[src/rtl/stopwatch_ctrl.sv]
// Button-driven control FSM for the centisecond stopwatch datapath: synchronizes and debounces two
// buttons, sequences run/clear/lap-hold. Optional LAP state enabled by STOPWATCH_CTRL_LAP_EN.
module stopwatch_ctrl #(
    parameter int unsigned DEBOUNCE_CYCLES = 1000000,
    parameter int unsigned CLEAR_CYCLES    = 1000004
) (
    input  logic       clk,
    input  logic       reset,
    input  logic       btn_ss,
    input  logic       btn_lr,
    output logic       run,
    output logic       clear,
    output logic       lap_hold,
    output logic [2:0] state
);

    localparam int unsigned DbW  = $clog2(DEBOUNCE_CYCLES + 1);
    localparam int unsigned ClrW = $clog2(CLEAR_CYCLES + 1);
    localparam logic [DbW-1:0]  DbLast  = DbW'(DEBOUNCE_CYCLES - 1);
    localparam logic [ClrW-1:0] ClrLast = ClrW'(CLEAR_CYCLES - 1);

    typedef enum logic [2:0] {
        StIdle     = 3'd0,
        StRunning  = 3'd1,
        StPaused   = 3'd2,
        StLap      = 3'd3,
        StClearing = 3'd4
    } state_e;

    // Index 0 is start/stop, index 1 is lap/reset.
    logic [1:0]     btn_raw;
    logic [1:0]     sync1_q, sync2_q;
    logic [1:0]     level_q, level_d;
    logic [1:0]     press_q, press_d;
    logic [DbW-1:0] db_cnt_q [2];
    logic [DbW-1:0] db_cnt_d [2];

    assign btn_raw = {btn_lr, btn_ss};

    always_ff @(posedge clk or posedge reset) begin
        if (reset) begin
            sync1_q <= '0;
            sync2_q <= '0;
            level_q <= '0;
            press_q <= '0;
            for (int i = 0; i < 2; i++) begin
                db_cnt_q[i] <= '0;
            end
        end else begin
            sync1_q <= btn_raw;
            sync2_q <= sync1_q;
            level_q <= level_d;
            press_q <= press_d;
            for (int i = 0; i < 2; i++) begin
                db_cnt_q[i] <= db_cnt_d[i];
            end
        end
    end

    // The level flips on the cycle the count would reach DEBOUNCE_CYCLES; a rising flip is a press.
    always_comb begin
        level_d = level_q;
        press_d = '0;
        for (int i = 0; i < 2; i++) begin
            db_cnt_d[i] = '0;
            if (sync2_q[i] != level_q[i]) begin
                if (db_cnt_q[i] == DbLast) begin
                    level_d[i] = sync2_q[i];
                    press_d[i] = sync2_q[i];
                end else begin
                    db_cnt_d[i] = db_cnt_q[i] + 1'b1;
                end
            end
        end
    end

    state_e          state_q, state_d;
    logic [ClrW-1:0] clr_cnt_q, clr_cnt_d;
    logic            press_ss, press_lr;

    assign press_ss = press_q[0];
    assign press_lr = press_q[1];

    always_comb begin
        state_d   = state_q;
        clr_cnt_d = '0;
        case (state_q)
            StIdle: begin
                if (press_ss) begin
                    state_d = StRunning;
                end else if (press_lr) begin
                    state_d = StClearing;
                end
            end
            StRunning: begin
                if (press_ss) begin
                    state_d = StPaused;
`ifdef STOPWATCH_CTRL_LAP_EN
                end else if (press_lr) begin
                    state_d = StLap;
`endif
                end
            end
`ifdef STOPWATCH_CTRL_LAP_EN
            StLap: begin
                if (press_ss) begin
                    state_d = StPaused;
                end else if (press_lr) begin
                    state_d = StRunning;
                end
            end
`endif
            StPaused: begin
                if (press_ss) begin
                    state_d = StRunning;
                end else if (press_lr) begin
                    state_d = StClearing;
                end
            end
            StClearing: begin
                if (clr_cnt_q == ClrLast) begin
                    state_d = StIdle;
                end else begin
                    clr_cnt_d = clr_cnt_q + 1'b1;
                end
            end
            default: state_d = StClearing;
        endcase
    end

    logic run_q, clear_q;

    always_ff @(posedge clk or posedge reset) begin
        if (reset) begin
            state_q   <= StClearing;
            clr_cnt_q <= '0;
            run_q     <= 1'b0;
            clear_q   <= 1'b1;
        end else begin
            state_q   <= state_d;
            clr_cnt_q <= clr_cnt_d;
            run_q     <= (state_d == StRunning) || (state_d == StLap);
            clear_q   <= (state_d == StClearing);
        end
    end

`ifdef STOPWATCH_CTRL_LAP_EN
    logic lap_q;

    always_ff @(posedge clk or posedge reset) begin
        if (reset) begin
            lap_q <= 1'b0;
        end else begin
            lap_q <= (state_d == StLap);
        end
    end

    assign lap_hold = lap_q;
`else
    assign lap_hold = 1'b0;
`endif

    assign run   = run_q;
    assign clear = clear_q;
    assign state = state_q;

endmodule

[config.mk]
export PLATFORM = sky130hd
export DESIGN_NAME = stopwatch_ctrl
export DESIGN_NICKNAME = d
export VERILOG_FILES = /design/src/rtl/stopwatch_ctrl.sv
export SDC_FILE = /design/constraint.sdc
export NUM_CORES = 1
export LEC_CHECK = 0
export BUFFER_PORTS_ARGS = -buffer_cell sky130_fd_sc_hd__buf_2
export CORE_MARGIN = 2
export CORE_UTILIZATION = 40
export CTS_CLUSTER_SIZE = 16
export DETAILED_ROUTE_END_ITERATION = 12
export HOLD_SLACK_MARGIN = 0.06
export SLEW_MARGIN = 15
export SYNTH_ARGS = -nofsm -noshare
export SYNTH_HDL_FRONTEND = slang
export SYNTH_SLANG_ARGS = --single-unit
[constraint.sdc]
create_clock -name clk -period 2.25 [get_ports clk]
set_input_delay 0.1125 -clock clk [delete_from_list [all_inputs] [get_ports clk]]
set_output_delay 0.1125 -clock clk [all_outputs]
set_load 0.02 [all_outputs]
==> metrics.sh <==
OUTCOME='completed'
VIA_COUNT_OF_THE_FIRST_GLOBAL_ROUTING_PASS=2564
FINAL-SETUP-VIOL-COUNT=0
SYNTHDISTINCTLIBCELLS=40
POWER_FRAC_SEQ=0.541
ANTENNA_VIOLATING_NETS_POST_ROUTE=0
ROWS=34
CLOCK_SINKS=73
BOUNDARY_PINS=10
SYNTH-EDFF-COUNT=0
FINAL_NET_COUNT=390
CTS.HTREE.LEVELS=3
SETUP_SLACK_OF_THE_WORST_REGISTER_TO_REGISTER_PATH_NS=0.27
SYN_AREA_UM2=3580
GLOBAL_ROUTE.USAGE.MET2=0.226
SYNTH_FLOP_CELL='sky130_fd_sc_hd__dfrtp_1'
POST-ROUTE-PERIOD-UTIL=0.880
GRT_MAX_DEGREE=24
DPL_WORST_SLACK_NS=0.303
DRT-INITIAL-DRC-COUNT=86
POST_SYNTH.CELL_AREA_AVG_UM2=9.89
P_LEAK_nW=1.60
PRE_REPAIR_DR_ITERATION_COUNT=4
CLKSLEWWORSTSETUPHOLDPATHS_NS=0.08
TIGHTESTPINTRANSITION_NS=0.620
WORSTSETUPSTARTPOINTTYPE='flip-flop'
PATH_CLASS='flip-flop to flip-flop'
FINAL_REPLACE_WEIGHTED_CONGESTION=0.829
KIND_OF_PATH_BEHIND_THE_TIGHTEST_HOLD_CHECK='input pin to async pin'
ANTENNA_FOUND_INITIAL=0
SWITCHING_SHARE=0.225
DIE_HEIGHT_UM=98.6
POST-ROUTE-WORST-SETUP-SLACK_NS=0.269
N_ANTENNA_CELL=0
GRT_BUSIEST_LAYER='met2'
CP.REQUIRED_NS=2.53
IR_WORST_VDD_V=0.000336
LARGEST_AREA_CONTRIBUTOR_IN_THE_SYNTHESIZED_NETLIST='sky130_fd_sc_hd__dfrtp_1'
CORE_UM2=8680
FINAL_CELL_COUNT_NO_FILL=495
CTS_ROOT_BUF='sky130_fd_sc_hd__clkbuf_8'
GRT_SETUP_UNREPAIRED='no'
PATH_CELLS='nand4_4 -> or4_4 -> or4_1 -> a21oi_1'
CRITPATHARRIVALTIME_NS=2.26
CLKPWRFRAC=0.430
COMB_POWER_SHARE=0.030
ASYNC_FLOP_SHARE=1.00
DETAILED_PLACE_HPWL_MM=4.64
SYNTH-WARNING-COUNT=0
ENDPOINT_KIND='flip-flop'
LAYOUT_CELL_SHARE_WITH_DRIVE_STRENGTH_BEYOND_1=0.142
AREA_DELTA_SYNTH_FINAL_PCT=12.5
TIMING.SETUP.TNS_NS=0
TIMING_HOLD_VIOLATIONS_FINAL=0
INITIAL_CELL_DENSITY_OF_THE_CORE=0.412
DR_TOTAL_VIAS=2633
FLOORPLAN.DIE_AREA_UM2=9720
SWITCHING_POWER_mW=0.557
TIMING.CRITICAL_PATH.SLOWEST_STAGE_CELL='sky130_fd_sc_hd__or4_4'
GR-USAGE-MET1=0.214
PWR_DENSITY_CELL_nW_PER_UM2=614
GRT_UTIL_ALL_LAYERS=0.150
GRT_PASS1_WL_MM=12.0
DETAIL_ROUTE.VIAS_PER_CELL=5.32
YS_SEQ_ELEMENTS=73
FINAL.MIN_CLOCK_PERIOD_NS=1.98
POSTROUTEWIRELENGTH_MM=6.67
GRT.MET3_USAGE=0.0340
SYNTH_TOP_CELL_AREA_SHARE=0.497
OVERFLOW=0
TIMING.HOLD.WS_NS=0.320
WL_PER_CELL_UM=13.5
SLOWEST_DELAY_NS=0.60
AREA_CONTRIBUTORS_POST_SYNTH='sky130_fd_sc_hd__dfrtp_1 (50%), sky130_fd_sc_hd__xnor2_1 (6.6%), sky130_fd_sc_hd__nor2_1 (5.6%), sky130_fd_sc_hd__nand3_1 (3.4%), sky130_fd_sc_hd__xor2_1 (3.2%)'
FMAX_GHz=0.505
CTS_BUFFER_DEPTH=2
CHIPWIDTH_UM=98.6
MAXCAPVIOLATIONS=0
SYNTHESIS.INSTANCES=362
DRT_DRC_VIOLATIONS_LEFT=0
INTERNAL-POWER_mW=1.92
CTS-BUFFERS-INSERTED=9
WORST_SKEW_PAIR.LATE_LATENCY_NS=0.35
PLACED_INSTS=477
TRITONCTS='yes'
RELSLEWSLACK=0.583
CRIT_PATH_MAX_FANOUT=7
YS_SEQ_AREA_FRAC=0.511
FINAL.SETUP_SKEW_NS=0.00901
POST-LAYOUT-TOTAL-POWER_mW=2.47
PLACE.PORT_BUFFERS=8
SLEW_VIOL_FINAL=0
SYN_NETS=369
registers in the layout (all words and copies together), names as in the netlist:
register,flops
clear,1
sync1_q,2
level_q,2
state,3
press_q,2
run,1
db_cnt_q,40
clr_cnt_q,20
sync2_q,2
timing repair:
item	CTS	global route
setup buffers	0	0
gates resized for setup	0	0
hold buffers	3	0
endpoints found under the hold margin	22	0
metrics by stage:
stage / instance area [um^2] / utilization
global placement: 3790 / 0.437
CTS: 4030 / 0.464
global route: 4030 / 0.464
floorplan: 3580 / -
finish: 4030 / 0.464
detailed placement: 3790 / 0.437
worst paths after layout:
check / startpoint / to / cells past startpoint
worst min-delay path: reset / clr_cnt_q[6]$_DFF_PP0_ / 3
worst max register to register: clr_cnt_q[7]$_DFF_PP0_ / clr_cnt_q[19]$_DFF_PP0_ / 4
max in group asynchronous: reset / state[2]$_DFF_PP1_ / 4
worst min register to register: sync1_q[1]$_DFF_PP0_ / sync2_q[1]$_DFF_PP0_ / 0
min in group clk: sync1_q[1]$_DFF_PP0_ / sync2_q[1]$_DFF_PP0_ / 0
worst max-delay path: clr_cnt_q[7]$_DFF_PP0_ / clr_cnt_q[19]$_DFF_PP0_ / 4
worst max-delay path, delay by kind of cell, from the launching register on:
kind | cells | cell delay, ns
and+or+nand+nor | 3 | 1.26
DFF | 1 | 0.50
AOI/OAI and AO/OA | 1 | 0.15
cell type report:
type                       count  area [um^2]
tap                          108          135
sequential                    73         1830
timing repair buffer          21          145
clock buffer                  11          151
inverter                      16         60.1
clock inverter                 4         52.6
multi-input combinational    262         1650
fill                         823         4650
layout by cell type (no fill, tap or decap), types with 3 or more instances in the layout:
cell,synthesis,layout
sky130_fd_sc_hd__buf_2,1,8
sky130_fd_sc_hd__xnor2_1,27,27
sky130_fd_sc_hd__dfrtp_1,71,71
sky130_fd_sc_hd__nor4_1,13,13
sky130_fd_sc_hd__a21oi_1,17,17
sky130_fd_sc_hd__nand3_1,24,24
sky130_fd_sc_hd__buf_4,1,10
sky130_fd_sc_hd__nor4b_1,4,4
sky130_fd_sc_hd__nand3b_1,3,3
sky130_fd_sc_hd__clkbuf_8,0,11
sky130_fd_sc_hd__nor2_1,53,53
sky130_fd_sc_hd__nand4_1,15,15
sky130_fd_sc_hd__o21ai_0,9,8
sky130_fd_sc_hd__nand4b_1,3,3
sky130_fd_sc_hd__inv_1,16,15
sky130_fd_sc_hd__o31ai_1,5,3
sky130_fd_sc_hd__or4_1,5,5
sky130_fd_sc_hd__nor3b_1,3,3
sky130_fd_sc_hd__ha_1,3,3
sky130_fd_sc_hd__and3_1,4,4
sky130_fd_sc_hd__nand2_1,20,20
sky130_fd_sc_hd__a31o_2,5,5
sky130_fd_sc_hd__nor3_1,15,15
sky130_fd_sc_hd__xor2_1,13,13
sky130_fd_sc_hd__nand4_4,3,3
sky130_fd_sc_hd__dlygate4sd3_1,0,3
cells by family (layout without fill, tap and decap cells):
family | Yosys count | after routing | share of synthesized area
AND/OR/NAND/NOR | 178 | 178 | 0.279
flip-flops | 73 | 73 | 0.511
XOR/XNOR | 40 | 40 | 0.0979
AO/OA/AOI/OAI | 37 | 37 | 0.0612
buffers and inverters | 27 | 52 | 0.0301
adder cells (fa/ha/maj) | 3 | 3 | 0.0105
multiplexers | 3 | 3 | 0.00909
other | 1 | 1 | 0.00105
routing by layer:
layer / part of all wire / up-vias
met2: 0.45 / 49
met3: 0.034 / 11
met5: 0 / -
met1: 0.50 / 1251
met4: 0.019 / 0
li1: - / 1322
Yosys cell counts, types with 2 or more instances:
master and instances:
sky130_fd_sc_hd__nor4_1 13, sky130_fd_sc_hd__nand3b_1 3, sky130_fd_sc_hd__o21ai_0 9, sky130_fd_sc_hd__a31o_2 5
sky130_fd_sc_hd__xnor2_1 27, sky130_fd_sc_hd__inv_1 16, sky130_fd_sc_hd__nor4b_1 4, sky130_fd_sc_hd__nand2b_1 2
sky130_fd_sc_hd__ha_1 3, sky130_fd_sc_hd__nor2_1 53, sky130_fd_sc_hd__o31ai_1 5, sky130_fd_sc_hd__or3_1 2
sky130_fd_sc_hd__nand3_1 24, sky130_fd_sc_hd__nand4_1 15, sky130_fd_sc_hd__mux2_2 2, sky130_fd_sc_hd__nand4b_1 3
sky130_fd_sc_hd__dfrtp_1 71, sky130_fd_sc_hd__a21oi_1 17, sky130_fd_sc_hd__or4_1 5, sky130_fd_sc_hd__nand4_4 3
sky130_fd_sc_hd__nor3_1 15, sky130_fd_sc_hd__or4b_2 2, sky130_fd_sc_hd__nand2_1 20, sky130_fd_sc_hd__xor2_1 13
sky130_fd_sc_hd__and3_1 4, sky130_fd_sc_hd__or3_2 2, sky130_fd_sc_hd__clkbuf_1 8, sky130_fd_sc_hd__dfstp_2 2
sky130_fd_sc_hd__nor3b_1 3
power by group through the flow:
stage	Sequential, mW	Combinational [mW]	Clock, mW
after global routing	1.34	0.0849	1.15
after detailed placement	1.36	0.0733	0
after CTS	1.34	0.0775	1.09
after floorplan	1.36	0.0484	0
final	1.34	0.0738	1.06
after global placement	1.36	0.0727	0
(Power assumes the default switching activity.)
